**src/rtl/fifo_uart_tx.sv**
```systemverilog
`default_nettype none
// ============================================================================
// Module   : fifo_uart_tx
// Brief    : UART-style transmitter draining a show-ahead FIFO read port:
//            start bit, WIDTH data bits LSB first, one stop bit per word.
// Revision : 1.0
// ============================================================================
module fifo_uart_tx #(
    parameter int WIDTH        = 4,
    parameter int CLKS_PER_BIT = 4
) (
    input  logic             clk,
    input  logic             rst,
    input  logic             empty,
    input  logic [WIDTH-1:0] rdata,
    output logic             re,
    output logic             tx,
    output logic             busy
);

    localparam int c_tick_w = $clog2(CLKS_PER_BIT) + 1;
    localparam int c_bit_w  = $clog2(WIDTH) + 1;

    localparam logic [c_tick_w-1:0] c_tick_max = c_tick_w'(CLKS_PER_BIT - 1);
    localparam logic [c_bit_w-1:0]  c_bit_max  = c_bit_w'(WIDTH - 1);

    localparam logic [1:0] c_st_idle  = 2'd0,
                           c_st_start = 2'd1,
                           c_st_data  = 2'd2,
                           c_st_stop  = 2'd3;

    logic [1:0]          r_state;
    logic [1:0]          w_state_next;
    logic [c_tick_w-1:0] r_tick;
    logic [c_bit_w-1:0]  r_bit;
    logic [WIDTH-1:0]    r_shift;
    logic [WIDTH-1:0]    w_shift_next;
    logic                r_tx;
    logic                w_tx_next;
    logic                w_tick_done;
    logic                w_last_bit;

    assign w_tick_done = (r_tick == c_tick_max);
    assign w_last_bit  = (r_bit == c_bit_max);

    always_ff @(posedge clk or posedge rst) begin
        if (rst) begin
            r_state <= c_st_idle;
        end else begin
            r_state <= w_state_next;
        end
    end

    always_comb begin
        w_state_next = r_state;
        case (r_state)
            c_st_idle:  if (!empty)                    w_state_next = c_st_start;
            c_st_start: if (w_tick_done)               w_state_next = c_st_data;
            c_st_data:  if (w_tick_done && w_last_bit) w_state_next = c_st_stop;
            c_st_stop:  if (w_tick_done)               w_state_next = c_st_idle;
            default:                                   w_state_next = c_st_idle;
        endcase
    end

    // tx is registered, so its next value is derived from the next state and next shift contents
    always_comb begin
        re           = (r_state == c_st_idle) && !empty && !rst;
        busy         = (r_state != c_st_idle);
        w_shift_next = r_shift;
        if ((r_state == c_st_idle) && !empty) begin
            w_shift_next = rdata;
        end else if ((r_state == c_st_data) && w_tick_done) begin
            w_shift_next = r_shift >> 1;
        end
        case (w_state_next)
            c_st_start: w_tx_next = 1'b0;
            c_st_data:  w_tx_next = w_shift_next[0];
            default:    w_tx_next = 1'b1;
        endcase
    end

    always_ff @(posedge clk or posedge rst) begin
        if (rst) begin
            r_tick  <= '0;
            r_bit   <= '0;
            r_shift <= '0;
            r_tx    <= 1'b1;
        end else begin
            r_shift <= w_shift_next;
            r_tx    <= w_tx_next;
            if ((r_state == c_st_idle) || w_tick_done) begin
                r_tick <= '0;
            end else begin
                r_tick <= r_tick + 1'b1;
            end
            if (r_state != c_st_data) begin
                r_bit <= '0;
            end else if (w_tick_done) begin
                r_bit <= r_bit + 1'b1;
            end
        end
    end

    assign tx = r_tx;

endmodule
`default_nettype wire

```
**config.mk**
```make
export PLATFORM = sky130hd
export DESIGN_NAME = fifo_uart_tx
export DESIGN_NICKNAME = d
export VERILOG_FILES = /design/src/rtl/fifo_uart_tx.sv
export SDC_FILE = /design/constraint.sdc
export NUM_CORES = 1
export LEC_CHECK = 0
export BUFFER_PORTS_ARGS = -buffer_cell sky130_fd_sc_hd__buf_2
export CAP_MARGIN = 20
export CORE_AREA = 2 2 43 45
export DETAILED_ROUTE_END_ITERATION = 12
export DIE_AREA = 0 0 45 47
export PLACE_DENSITY = 0.59
export SETUP_SLACK_MARGIN = 0.3
export SYNTH_ARGS = -nofsm -noshare
export SYNTH_HDL_FRONTEND = slang
export SYNTH_SLANG_ARGS = --single-unit
```
**constraint.sdc**
```tcl
create_clock -name clk -period 1.7 [get_ports clk]
set_input_delay 0.17 -clock clk [delete_from_list [all_inputs] [get_ports clk]]
set_output_delay 0.17 -clock clk [all_outputs]
set_load 0.01 [all_outputs]
```
Yosys cells after proc, flatten, opt, wreduce, memory -nomap -nowiden

Cells that the tools add are included.

Add/subtract/negate cells: 2
Equality and inequality tests: 8
Multiplexer cells: 11
Reductions and logical operators: 11

Operator list:

| kind                                                             | number |
|---|---|
| 3-bit two-way mux                                                | 3 |
| 2-bit two-way mux                                                | 4 |
| 4-bit two-way mux                                                | 2 |
| 2-bit one-hot mux with 4 select lines                            | 1 |
| 3-bit by 1-bit adder with 3-bit output (second input constant)   | 2 |
| 2-bit == test (second input constant)                            | 3 |
| 3-bit by 2-bit == test with 1-bit output (second input constant) | 2 |
| 2-bit nonzero test                                               | 3 |
| 2-bit by 1-bit == test with 1-bit output (second input constant) | 2 |
| 1-bit logical AND                                                | 4 |
| 1-bit logical NOT                                                | 2 |
| 2-bit logical NOT                                                | 1 |
| 2-bit inequality test (second input constant)                    | 1 |
| 1-bit one-hot mux with 2 select lines                            | 1 |
| 1-bit logical OR                                                 | 1 |

Register bits after elaboration: 13
Bits of input ports: 7
Output and inout bits: 3
Word-level logic and storage cells: 38

Logic depth before layout (Yosys ltp)

Word-level depth: 6
Mapped depth: 6
Gate-level depth less buffers: 5

Least setup slack after synthesis

No wires, ideal clock.

Path kind: register to register
From: register r_tick[0]
To: register r_tx, in the netlist tx
Arrival time: 1420 ps
Data required time: 1603 ps
Slack: 184 ps
Cell stages (with the launch flop): 6
Path buffers: 0
Clock period less this slack: 1516 ps
Path through: dfrtp_1 ha_1 ha_1 or3b_4 a2111oi_4 a211oi_1

Cells in the longest elaborated chain, start to end: 6
Elaborated cells on any way between the ends: 12
Those cells by class: eq/ne: 3; mux: 7; reduce/logical: 2

RTL lines:

| item                                                                             | line | source |
|---|---|---|
| start, declared                                                                  | 34   | `logic [c_tick_w-1:0] r_tick;` |
| start signal, assigned                                                           | 94   | `r_tick <= r_tick + 1'b1;` |
| 3-bit by 2-bit == test with 1-bit output (*)                                     | 43   | `assign w_tick_done = (r_tick == c_tick_max);` |
| 1-bit logical AND                                                                | 59   | `c_st_data: if (w_tick_done && w_last_bit) w_state_next = c_st_stop;` |
| 2-bit two-way mux                                                                | 59   |  |
| 2-bit one-hot mux with 4 select lines                                            | 56   | `case (r_state)` |
| 2-bit == test / 2-bit by 1-bit == test with 1-bit output (equally long branches) | 75   | `case (w_state_next)` |
| 1-bit one-hot mux with 2 select lines (*)                                        | 75   |  |
| named net w_tx_next                                                              | 39   | `logic w_tx_next;` |
| end signal, assigned                                                             | 90   | `r_tx <= w_tx_next;` |
| end, declared                                                                    | 38   | `logic r_tx;` |

Mark *: on every way through the listed nets, which the timed path passes. The rest lies on a longest branch. The select of a mux whose other input is x is not followed.
A chain may end at the register's enable or synchronous reset.

Final worst setup path

Same ends and word-level chain as after synthesis.

==> reports/results.tsv <==
stage	metric	value	unit
run	drv_cap	0	
power	seqPwrFrac	37.0	%
routing	wl_per_cell	13.1	microns
clocking	clk_latency	270	ps
global_route	grt_pass1_vias	497	
routing	via_count	557	
critical_path	cp.buffers_inverters	0	
power	finalPower	1460	uW
die	ios	10	
power	pwr-share-clk	12.9	%
clocking	htreeDepth	1	
timing	timing.final.crit_share	91.6	%
die	die_area	0.00212	sq mm
power	total_leakage_power	0.000416	uW
critical_path	cp.required	1880	ps
place	pre_cts_ws	118	ps
timing	setup_violations	0	
clocking	cts_buffer_depth	2	
worst_hold_path	worstHoldPathType	input pin to flip-flop	
critical_path	crit_fanout	5	
clocking	cts_made_buffers	3	
global_route	antenna_found_initial	0	
run_status	status	completed	
power	powerDensity	1600	mW/mm^2
die	core	0.00165	sq mm
critical_path	slowest_delay	400	ps
global_route	track_usage	14.5	%
global_route	grt_overflow_total	0	
critical_path	cp-end-kind	flip-flop	
critical_path	cp.depth	5	
layout	fin_nets	101	
power	switching_power	535	uW
critical_path	start_kind	flip-flop	
routing	drc_errors	0	
layout	num_antenna_cells	0	
global_route	grt_pass1_wl	2140	microns
clocking	cts_tree	yes	
timing	worst_pin_slew	498	ps
power	intPower	924	uW
synth	ys.warnings.count	0	
layout	fill_cells	151	
power	vdd_ir_drop_max	0.848	mV
synth	synthCells	67	
critical_path	critPathArrivalTime	1740	ps
routing	ant_nets	0	
timing	finalWorstSetupSlack	143	ps
timing	rsz0062_at_grt	yes	
synth	avgSynthCellArea	10.4	sq um
global_route	grt_max_degree	14	
timing	report.final.slew_viol_count	0	
timing	slew_headroom	66.8	%
routing	drtPass1Iterations	4	
layout	drive_gt1_share	42.7	%
clocking	root_buffer	clkbuf_4	
worst_hold_path	hold_depth	3	
layout	area_growth	31.2	%
die	die_w	45	microns
power	p_comb_share	50.1	%
critical_path	crit_type	flip-flop to flip-flop	
layout	post_layout_nonfiller_instances	106	
timing	fmax	642	MHz
die	die_h	47	microns
routing	wirelength	1390	microns
clocking	clk_pin_slew	80	ps
routing	viasPerCell	5.25	
die	start_util	42.0	%
die	rows	15	
place	hpwl	911	microns
synth	synth-seq-cells	13	
critical_path	path_cells	ha_2 -> ha_4 -> or3b_4 -> a2111oi_4 -> a211oi_2	
timing	fin_skew	1.46	ps
critical_path	crit_family	simple AND/OR/NAND/NOR gates	
place	portBuffers	9	
critical_path	rr_worst_depth	5	
clocking	cts.sinks	13	
power	p_sw_share	36.7	%
synth	synth_nets	78	
routing	drtIter0Drc	11	
synth	yosysUniqueCellTypes	27	
critical_path	cp_slowest_cell	or3b_4	
timing	period_needed	1560	ps
timing	hold_viol	0	
place	place_congestion	0.773	
timing	fin_setup_tns	0	ps
synth	synth_seq_area_share	47.0	%
synth	synthesis.area	694	sq um
place	dpl.cell_count	93	
power groups by stage:
stage / clock network [uW] / logic [uW] / registers [uW]
after global routing: 213 / 803 / 548
final: 188 / 730 / 540
after global placement: 0 / 541 / 547
after CTS: 197 / 669 / 533
after detailed placement: 0 / 545 / 549
after floorplan: 0 / 458 / 492
cell families (layout without fill, tap and decap cells):
group	count (synthesis)	after routing	share of synthesized area, %
AND/OR/NAND/NOR	24	24	19.5
flip-flops	13	13	47.0
AO/OA/AOI/OAI	12	12	15.0
buffers and inverters	10	32	5.94
adder cells (fa/ha/maj)	4	4	7.21
XOR/XNOR	2	2	2.52
multiplexers	2	2	2.88
worst min-delay path, delay by kind of cell:
family | cells | cell delay (ps)
buffers and inverters | 1 | 70
AND/OR/NAND/NOR | 1 | 30
AO/OA/AOI/OAI | 1 | 60
per-layer routing:
layer / wire (microns) / share of wire, % / global-route usage [%] / up-vias
met5: 0 / 0 / 0 / -
met4: 35 / 2.5 / 11.8 / 0
met3: 70 / 5.0 / 3.85 / 4
met2: 670 / 48 / 21.7 / 14
met1: 613 / 44 / 17.5 / 263
li1: - / - / - / 276
path summary, 6_finish.rpt:
kind	startpoint	end	slack, ps
max	r_tick[0]	tx	140
min	rdata[1]	r_shift[1]	100
max reg2reg	r_tick[0]	tx	140
min reg2reg	r_shift[3]	r_shift[3]	520
max in group asynchronous	rst	r_state[1]	860
min in group asynchronous	rst	r_bit[1]	480
flip-flops by register name, indices dropped and copies added (netlist names):
| signal | count |
|---|---|
| r_tick | 3 |
| tx | 1 |
| r_bit | 3 |
| r_shift | 4 |
| r_state | 2 |
through the flow:
stage	utilization, %	hold WS [ps]	instance area (sq um)
floorplan	-	46.2	712
global placement	47.6	232	786
detailed placement	47.6	240	786
CTS	53.1	93.2	877
global route	55.2	103	911
finish	55.2	99.9	911
cell usage after synthesis (all sizes together):
master	n	area (sq um)
dfrtp	12	300
inv	7	26.3
nor2	7	26.3
nand2	5	18.8
ha	4	50.1
nor3	4	31.3
a211oi	3	22.5
buf	3	15.0
a21oi	2	10.0
mux2i	2	20.0
nand2b	2	12.5
o21ai	2	10.0
xnor2	2	17.5
a2111oi	1	27.5
a221oi	1	8.76
and2	1	6.26
dfstp	1	26.3
nand3b	1	7.51
nor3b	1	7.51
o211a	1	10.0
o22ai	1	6.26
o311ai	1	8.76
or2	1	6.26
or3b	1	11.3
or4	1	7.51
cell usage in the layout, fill, tap and decap left out:
cell type	instances
nor3b_1	1
and2_4	1
nor3_2	1
nor3_4	1
o311ai_1	1
or4_1	1
nand2_1	5
a211oi_1	2
buf_4	11
ha_1	2
buf_2	9
a221oi_2	1
nand2b_1	2
mux2i_1	2
inv_2	1
o22ai_1	1
inv_1	6
clkbuf_1	1
a2111oi_4	1
dlygate4sd3_1	1
clkbuf_4	3
ha_2	1
nor3_1	2
dfstp_2	1
a211oi_2	1
or2_4	1
o211a_1	1
nor2_4	1
dfrtp_2	2
xnor2_1	2
a21oi_1	2
nand3b_1	1
ha_4	1
dfrtp_1	10
nor2_1	6
o21ai_1	2
or3b_4	1
layout make-up:
cell class / instances / area (sq um) / area share, %
clock buffer: 4 / 26.3 / 2.88
inverter: 7 / 26.3 / 2.88
multi-input combinational: 44 / 370 / 40.7
sequential: 13 / 329 / 36.1
timing repair buffer: 21 / 138 / 15.1
tap: 17 / 21.3 / 2.34
repair_timing:
item | in CTS | in global routing
endpoints found under the hold margin | 12 | 0
setup endpoints to repair | 6 | 7
pin swaps | 3 | 2
gates resized for setup | 6 | 2
hold buffers | 1 | 0
setup buffers | 5 | 3
No activity file was read; power rests on OpenSTA's default activity.
